**src/rtl/pc_call_stack.sv**
```systemverilog
// Program counter with increment, jump and call/return through a LIFO
// return-address stack; sticky overflow/underflow flags for misuse of the stack.
module pc_call_stack #(
  parameter int unsigned      WIDTH      = 8,
  parameter int unsigned      DEPTH      = 4,
  parameter logic [WIDTH-1:0] RESET_ADDR = '0
) (
  input  logic                       clk,
  input  logic                       rst_n,
  input  logic                       inc,
  input  logic                       jump,
  input  logic                       call,
  input  logic                       ret,
  input  logic                       out,
  input  logic                       clear_err,
  input  logic [WIDTH-1:0]           bus_in,
  output logic [WIDTH-1:0]           bus_out,
  output logic [WIDTH-1:0]           pc,
  output logic [$clog2(DEPTH+1)-1:0] depth,
  output logic                       full,
  output logic                       empty,
  output logic                       overflow,
  output logic                       underflow
);

  localparam int unsigned DW = $clog2(DEPTH + 1);
  localparam int unsigned IW = (DEPTH > 1) ? $clog2(DEPTH) : 1;

  logic [WIDTH-1:0] pc_q, pc_d;
  logic [DW-1:0]    depth_q, depth_d;
  logic             overflow_q, overflow_d;
  logic             underflow_q, underflow_d;
  logic             push;
  logic [WIDTH-1:0] pc_inc;
  logic [IW-1:0]    top_idx, push_idx;
  logic [WIDTH-1:0] stack_q [DEPTH];

  assign pc_inc   = pc_q + 1'b1;
  assign top_idx  = IW'(depth_q - 1'b1);
  assign push_idx = IW'(depth_q);

  assign full  = (depth_q == DW'(DEPTH));
  assign empty = (depth_q == '0);

  // Fixed priority ret > call > jump > inc; error sets override clear_err.
  always_comb begin
    pc_d        = pc_q;
    depth_d     = depth_q;
    overflow_d  = overflow_q & ~clear_err;
    underflow_d = underflow_q & ~clear_err;
    push        = 1'b0;
    if (ret) begin
      if (empty) begin
        underflow_d = 1'b1;
      end else begin
        pc_d    = stack_q[top_idx];
        depth_d = depth_q - 1'b1;
      end
    end else if (call) begin
      if (full) begin
        overflow_d = 1'b1;
      end else begin
        push    = 1'b1;
        pc_d    = bus_in;
        depth_d = depth_q + 1'b1;
      end
    end else if (jump) begin
      pc_d = bus_in;
    end else if (inc) begin
      pc_d = pc_inc;
    end
  end

  always_ff @(posedge clk or negedge rst_n) begin
    if (!rst_n) begin
      pc_q        <= RESET_ADDR;
      depth_q     <= '0;
      overflow_q  <= 1'b0;
      underflow_q <= 1'b0;
    end else begin
      pc_q        <= pc_d;
      depth_q     <= depth_d;
      overflow_q  <= overflow_d;
      underflow_q <= underflow_d;
    end
  end

  // Stack contents are don't-care after reset, so the array carries no reset.
  always_ff @(posedge clk) begin
    if (push && rst_n) begin
      stack_q[push_idx] <= pc_inc;
    end
  end

  assign pc        = pc_q;
  assign depth     = depth_q;
  assign overflow  = overflow_q;
  assign underflow = underflow_q;
  assign bus_out   = out ? pc_q : '0;

endmodule
```
**config.mk**
```make
export PLATFORM = sky130hd
export DESIGN_NAME = pc_call_stack
export DESIGN_NICKNAME = d
export VERILOG_FILES = /design/src/rtl/pc_call_stack.sv
export SDC_FILE = /design/constraint.sdc
export NUM_CORES = 1
export LEC_CHECK = 0
export ABC_AREA = 1
export CORE_UTILIZATION = 50
export CTS_BUF_LIST = sky130_fd_sc_hd__clkbuf_8
export CTS_CLUSTER_DIAMETER = 200
export DETAILED_ROUTE_END_ITERATION = 10
export PLACE_DENSITY = 0.79
export SLEW_MARGIN = 25
export SYNTH_ARGS = -nofsm -noshare
export SYNTH_HDL_FRONTEND = slang
export SYNTH_SLANG_ARGS = --single-unit
export TNS_END_PERCENT = 50
```
**constraint.sdc**
```tcl
create_clock -name clk -period 2.08 [get_ports clk]
set_input_delay 0.416 -clock clk [delete_from_list [all_inputs] [get_ports clk]]
set_output_delay 0.416 -clock clk [all_outputs]
set_load 0.02 [all_outputs]
```
-- After elaboration in Yosys (flattened, before gate mapping)
Memory sizes are Yosys's and may differ from the RTL's.
Cells that the tools add are included.
- register bits after elaboration: 13
- RAM bits: 32
- word-level logic and storage cells: 42
- memories: 1
- memories (memory ; words ; width ; rd ports ; clocked after memory_dff ; write ports ; line ; RTL):
    stack_q ; 4 ; 8 ; 1 ; 0 ; 1 ; 36 ; logic [WIDTH-1:0] stack_q [DEPTH];
- add/subtract/negate cells: 3
- equal/unequal tests: 4
- muxes and demuxes: 21
- bitwise logic cells: 3
- reduce and logical (&&, ||, !) cells: 6
- operators by type and width (cell ; number):
    $mux W8 ; 7
    $mux W3 ; 4
    $mux W1 ; 10
    $add A8 B1 Y8 const B ; 1
    $reduce_and A3 Y1 ; 2
    $ne A2 B2 Y1 const B ; 2
    $reduce_bool A4 Y1 ; 1
    $add A3 B1 Y3 const B ; 1
    $eq A3 B3 Y1 const B ; 1
    $logic_not A3 Y1 ; 1
    $ne A3 B3 Y1 const B ; 1
    $sub A3 B1 Y3 const B ; 1
    $and A1 B1 Y1 ; 2
    $reduce_bool A2 Y1 ; 1
    $logic_and A1 B1 Y1 ; 1
    $not A1 Y1 ; 1

-- Logic depth before layout (Yosys ltp)
Gate-level depths: netlist (run 1).
- word-level depth: 7
- depth in mapped cells: 13
- gate-level depth less buffers: 11

-- Worst setup path after synthesis (run 1)
OpenSTA, ideal clock, no wires.
- kind: register to register
- from: reg depth_q[0], in the netlist depth[0]
- to: mem stack_q[1][0] (enable)
- library setup time: 371 ps
- arrival time: 1796 ps
- slack: -86 ps
- cell stages (with the launch flop): 8
- cells stage by stage: dfrtp_1 > buf_4 > inv_4 > buf_4 > ha_1 > nand2_1 > nand4_1 > nor2_1
- word-level cells in the longest chain between the ends: 7
- ends and longest elaborated chain (element ; line ; RTL):
    start: declaration ; 30 ; logic [DW-1:0] depth_q, depth_d;
    start signal: assignment ; 82 ; depth_q <= depth_d;
    $eq A3 B3 Y1 ; 42 ; assign full = (depth_q == DW'(DEPTH));
    $mux W1 ; 60 ; if (full) begin
    $mux W1 ; 59 ; end else if (call) begin
    $mux W1 ; 52 ; if (ret) begin
    $logic_and A1 B1 Y1 ; 90 ; if (push && rst_n) begin
    $mux W1 ; 90 ;
    $mux W1 (implied by the code) ; 91 ; stack_q[push_idx] <= pc_inc;
    end: declaration ; 36 ;
Several ways; a longest one is shown, not always the timed one.

-- Worst setup path after layout (run 1)
- from: reg depth_q[1], in the netlist depth[1]
- to: out full
- word-level cells in the longest chain between the ends: 1
- ends and longest elaborated chain (element ; line ; RTL):
    $eq A3 B3 Y1 ; 42 ;
    end: declaration ; 20 ; output logic full,
Every way passes these cells.

==> metrics.yaml, run 1 <==
yosys:
  synth_edf_count: 32
  post-synth-top-area-cell: "edfxtp_1"
  ys_top_cells_by_count: "nand2_1, inv_1, edfxtp_1"
  syn_inst: 279
  synth_top_area_frac: 0.404
  ys_seq_area_frac: 0.540
  synth_area_leaders: "edfxtp_1, nand2_1, dfrtp_1"
  syn_area_per_cell_sq_um: 8.53
  yosys_warnings: 0
  synth-main-ff-cell: "edfxtp_1"
  ys_ff_latch: 45
  synth-async-reset-ratio: 0.289
  syn-num-nets: 301
  yosysMostFrequentCell: "nand2_1"
  ys_types: 27
  netlist_area_sq_um: 2380
sta:
  hold_viol: 0
  worst_slew_pin_slew_ns: 0.338
  finClkSkew_ns: 0.00587
  hold_ws_ns: 0.464
  slew_headroom: 0.774
  maxSlewViolCount: 0
  setup_viol_count_final: 0
  period_share: 0.943
  min_period_ns: 1.96
  rsz0062_at_grt: "false"
  setup_tns_ns: 0
  timing.fmax_ghz: 0.510
detailed_routing:
  routed-wl-met3_microns: 260
  ant_nets: 0
  wl_met1_microns: 2330
  num_vias: 1919
  wire_per_inst_microns: 13.6
  met2_length_microns: 2560
  routed_via_density: 5.01
  firstDrtPassIters: 4
  wl_microns: 5220
  drc: 0
  top_layer: "met4"
  drtIter0Drc: 131
clock_network:
  clkLatencyLatePin_ns: 0.29
  root_buffer: "clkbuf_8"
  clkTransAtPathRegs_ns: 0.08
  cts_tree: "built"
  cts_hold_buffers: 0
  numCtsBuffers: 5
  cts_setup_buffers: 0
  clock-sinks: 45
  clock_path_buffers: 2
  ctsHtreeMaxLevel: 2
power_and_ir_drop:
  ir_worst_vdd_v: 0.000979
  p_leak_nw: 1.41
  power_density_nw_per_um2: 1420
worst_hold_path:
  worstHoldPathType: "in -> async"
die:
  core_sq_um: 4470
  ioPinCount: 39
  die_area_sq_um: 5040
  fp-row-count: 24
  die_h_microns: 71.0
  die_w_microns: 71.0
  start_util: 0.532
global_routing:
  grt_pass1_vias: 1888
  grt_antenna_before_repair: 0
  track_usage: 0.234
  grt-ovfl-total: 0
  grt_max_degree: 20
  grt_pass1_wl_microns: 8850
worst_setup_path:
  critPathRequiredTime_ns: 1.66
  critPathKind: "reg -> out"
  rrSetupSlack_ns: 0.33
  cp-end-kind: "output pin"
  worstPathMaxFanout: 4
  crit_arrival_ns: 1.55
  crit_path_start_kind: "flop"
placement:
  gp_congestion: 0.836
  placed_area_sq_um: 2880
  placedCellCount: 375
  io_buffers: 38
  hpwl_microns: 3720
cells_and_area:
  fillCellCount: 343
  multiInputGateArea_sq_um: 865
  final_area_sq_um: 2980
  synthToLayoutAreaGrowth_pct: 25.2
  utilization: 0.666
  num_antenna_cells: 0
  register_area_sq_um: 1290
  fin_nets: 352
  final_cells: 383
  drive_above_1_share: 0.103
run:
  cap_violations: 0
run_status:
  status: "finished clean"
## metrics by stage
stage	power, mW	setup slack, ns
after floorplan	2.83	-0.0863
after global placement	3.56	-0.0759
after detailed placement	3.62	-0.148
after CTS	4.25	0.0210
after global routing	4.56	0.0223
final	4.24	0.118
## logic make-up (layout without fill, tap and decap cells)
logic type | count (synthesis) | in the layout | share of synthesized area
fa+ha+maj | 6 | 6 | 0.0315
xor+xnor | 3 | 3 | 0.0110
compound gates | 20 | 20 | 0.0468
flops | 45 | 45 | 0.540
simple gates | 151 | 151 | 0.274
buf+inv | 54 | 106 | 0.0967
## placed cells by master (no fill, tap or decap), types with 4 or more instances in the layout
cell type        count
a21oi_1              6
buf_4               14
clkbuf_8             5
clkdlybuf4s50_1     34
dfrtp_1             13
edfxtp_1            32
ha_1                 6
inv_1               43
nand2_1             91
nand3_1             30
nor2_1              17
o21ai_0              4
o21ai_1              6
## sequential cells by signal, indices dropped and copies added, names as in the netlist
signal and flops:
depth 3, overflow 1, underflow 1, pc 8, stack_q 32
## critical path, stage by stage (launching register included)
cell           delay [ns]
dfrtp_1              0.41
inv_1                0.15
ha_1                 0.22
nand2_1              0.09
inv_1                0.06
dlygate4sd2_1        0.32
## layer usage
layer,global-route usage,vias to the layer above
li1,-,986
met1,0.305,873
met2,0.380,53
met3,0.0613,7
met4,0.0867,0
met5,0,-
## cell type report
class,instances,share of cell area
inverters,46,0.0596
multi-input cells,180,0.290
flip-flops and latches,45,0.431
well taps,52,0.0218
clock buffers,5,0.0231
clock inverters,3,0.0130
repair buffers,52,0.161
## worst paths after layout
kind                                       from                 endpoint  cells after the start
setup / recovery           depth[1]$_DFFE_PN0P_                     full                      5
hold / removal                            rst_n     depth[1]$_DFFE_PN0P_                      2
setup reg to reg           depth[1]$_DFFE_PN0P_  stack_q[1][3]$_DFFE_PP_                      7
hold reg to reg             underflow$_DFF_PN0_      underflow$_DFF_PN0_                      2
max in group asynchronous                 rst_n        pc[4]$_DFFE_PN0P_                      2
min in group clk            underflow$_DFF_PN0_      underflow$_DFF_PN0_                      2
## power breakdown
part / switching [mW] / leakage [nW] / internal [mW] / total (mW)
Clock: 0.283 / 0.0593 / 0.351 / 0.635
Combinational: 1.31 / 0.906 / 0.833 / 2.14
Sequential: 0.198 / 0.446 / 1.27 / 1.47
## repair_timing
item                       4_1_cts  5_1_grt
hold endpoints to repair         0        0
resized for setup                3        3
setup endpoints to repair       10        2
(Power assumes the default switching activity.)
==> run 2: changes to the inputs <==
--- a/config.mk
+++ b/config.mk
@@ -8,7 +8,7 @@
 export ABC_AREA = 1
 export CORE_UTILIZATION = 50
 export CTS_BUF_LIST = sky130_fd_sc_hd__clkbuf_8
-export CTS_CLUSTER_DIAMETER = 200
+export CTS_CLUSTER_DIAMETER = 30
 export DETAILED_ROUTE_END_ITERATION = 10
 export PLACE_DENSITY = 0.79
 export SLEW_MARGIN = 25
==> results of run 2 <==
Final layout, timing and power as in run 1 (identical DEF).
==> run 3: changes to the inputs <==
--- a/config.mk
+++ b/config.mk
@@ -5,12 +5,12 @@
 export SDC_FILE = /design/constraint.sdc
 export NUM_CORES = 1
 export LEC_CHECK = 0
-export ABC_AREA = 1
-export CORE_UTILIZATION = 50
+export CORE_UTILIZATION = 49
 export CTS_BUF_LIST = sky130_fd_sc_hd__clkbuf_8
 export CTS_CLUSTER_DIAMETER = 30
+export CTS_CLUSTER_SIZE = 8
 export DETAILED_ROUTE_END_ITERATION = 10
-export PLACE_DENSITY = 0.79
+export PLACE_DENSITY = 0.78
 export SLEW_MARGIN = 25
 export SYNTH_ARGS = -nofsm -noshare
 export SYNTH_HDL_FRONTEND = slang
==> metrics.yaml, run 3 <==
global_routing:
  grt_max_degree: 16
  grt-ovfl-total: 0
  grt_antenna_before_repair: 0
  track_usage: 0.220
  met2_usage: 0.341
  grt_use_met3: 0.0610
  grt_pass1_wl_microns: 8130
  grt_pass1_vias: 1601
  top_usage_layer: "met2"
  grtUsageMet1: 0.300
clock_network:
  cts_tree: "built"
  clock_path_buffers: 2
  clock-sinks: 45
  clkLatencyLatePin_ns: 0.29
  clkTransAtPathRegs_ns: 0.08
  cts_setup_buffers: 0
  numCtsBuffers: 5
  ctsHtreeMaxLevel: 2
  root_buffer: "clkbuf_8"
placement:
  place_ws_ns: -0.0737
  io_buffers: 38
  gp_congestion: 0.852
  hpwl_microns: 3460
die:
  start_util: 0.510
  die_area_sq_um: 4810
  core_sq_um: 4350
  fp-row-count: 24
  die_h_microns: 69.3
  die_w_microns: 69.3
  ioPinCount: 39
sta:
  rsz0062_at_grt: "false"
  setup_viol_count_final: 0
  period_share: 0.946
  slew_headroom: 0.675
  maxSlewViolCount: 0
  setup_tns_ns: 0
  min_period_ns: 1.97
  setup_ws_ns: 0.113
  hold_viol: 0
  worst_slew_pin_slew_ns: 0.483
  timing.fmax_ghz: 0.508
  finClkSkew_ns: 0.00775
run_status:
  status: "finished clean"
worst_setup_path:
  rrSetupSlack_ns: 0.12
  critPathKind: "reg -> out"
  worst-r2r-cell-count: 6
  critPathRequiredTime_ns: 1.66
  timing.rr.end: "stack_q[0][3]$_DFFE_PP_"
  crit_arrival_ns: 1.55
  crit_path_start_kind: "flop"
  r2r_start: "depth[1]$_DFFE_PN0P_"
  cp-startpoint: "depth[1]$_DFFE_PN0P_"
  cp-end-kind: "output pin"
  worstPathMaxFanout: 7
yosys:
  yosys_warnings: 0
  ys_types: 41
  syn-num-nets: 189
  syn_area_per_cell_sq_um: 13.3
  synth_top_area_frac: 0.433
  syn_inst: 167
  ys_seq_area_frac: 0.579
  synth-main-ff-cell: "edfxtp_1"
  synth_edf_count: 32
  post-synth-top-area-cell: "edfxtp_1"
  netlist_area_sq_um: 2220
  synth-async-reset-ratio: 0.289
  ys_ff_latch: 45
  ys_top_cells_by_count: "edfxtp_1, and2_1, dfrtp_1"
  yosysMostFrequentCell: "edfxtp_1"
  synth_area_leaders: "edfxtp_1, dfrtp_1, mux4_2"
cells_and_area:
  utilization: 0.639
  fillCellCount: 339
  synthToLayoutAreaGrowth_pct: 25.2
  drive_above_1_share: 0.181
  layout_commonest_cell: "edfxtp_1"
  fin_nets: 236
  largest_register_ffs: 32
  final_cell_mix: "edfxtp_1, clkdlybuf4s50_1, dfrtp_1"
  regMostFlops: "stack_q"
  num_antenna_cells: 0
power_and_ir_drop:
  p_leak_nw: 1.08
  ir_worst_vdd_v: 0.000684
  power_density_nw_per_um2: 1400
detailed_routing:
  ant_nets: 0
  num_vias: 1575
  drtIter0Drc: 216
  drc: 0
  routed_via_density: 5.90
  firstDrtPassIters: 7
  wire_per_inst_microns: 18.0
  wl_microns: 4800
worst_hold_path:
  worstHoldPathType: "in -> async"
run:
  cap_violations: 0
-- run 3: cell type report --
| type | count | area [sq um] | share of cell area |
|---|---|---|---|
| Inverter | 7 | 26.3 | 0.00945 |
| Multi-Input combinational cell | 107 | 882 | 0.317 |
| Clock buffer | 5 | 68.8 | 0.0248 |
| Timing Repair Buffer | 48 | 439 | 0.158 |
| Tap cell | 52 | 65.1 | 0.0234 |
| Clock inverter | 3 | 11.3 | 0.00405 |
| Sequential cell | 45 | 1290 | 0.463 |
-- run 3: cells by family after synthesis --
| group | synth area share |
|---|---|
| compound gates | 0.0918 |
| xor+xnor | 0.0276 |
| fa+ha+maj | 0.0338 |
| buf+inv | 0.0327 |
| flops | 0.579 |
| mux | 0.106 |
| simple gates | 0.128 |
-- run 3: how the worst max path moves through the flow --
| stage | to | slack [ns] |
|---|---|---|
| after floorplan | stack_q[0][0]$_DFFE_PP_ | 0.01 |
| after global placement | pc[1]$_DFFE_PN0P_ | -0.05 |
| after detailed placement | bus_out[0] | -0.07 |
| after CTS | empty | 0.06 |
| after global routing | stack_q[0][3]$_DFFE_PP_ | 0.005 |
| final | full | 0.11 |
-- run 3: where the power goes --
group          switching (mW)  internal, mW
sequential              0.213          1.28
combinational            1.02         0.884
clock                   0.276         0.224
-- run 3: layer usage --
layer / vias up / routed length, microns
li1: 718 / -
met1: 782 / 2130
met2: 69 / 2340
met3: 6 / 266
met4: 0 / 65
met5: - / 0
-- run 3: through the flow --
stage          cell area (sq um)  hold WS (ns)  cells  power [mW]
2_1_floorplan               2250         0.120    167        2.72
6_report                    2780         0.460    267        3.90
3_3_place_gp                2720         0.512    259        3.36
3_5_place_dp                2720         0.536    259        3.45
4_1_cts                     2780         0.465    267        3.91
5_1_grt                     2780         0.477    267        4.14
-- run 3: worst max-delay path: stages (launching register included) --
cell	delay [ns]
dfrtp_1	0.38
inv_1	0.10
ha_2	0.27
and2_4	0.17
dlygate4sd2_1	0.34
-- run 3: timing repair --
action / in CTS / in global routing
hold buffers: 0 / 0
endpoints found under the setup margin: 10 / 1
resized for setup: 10 / 2
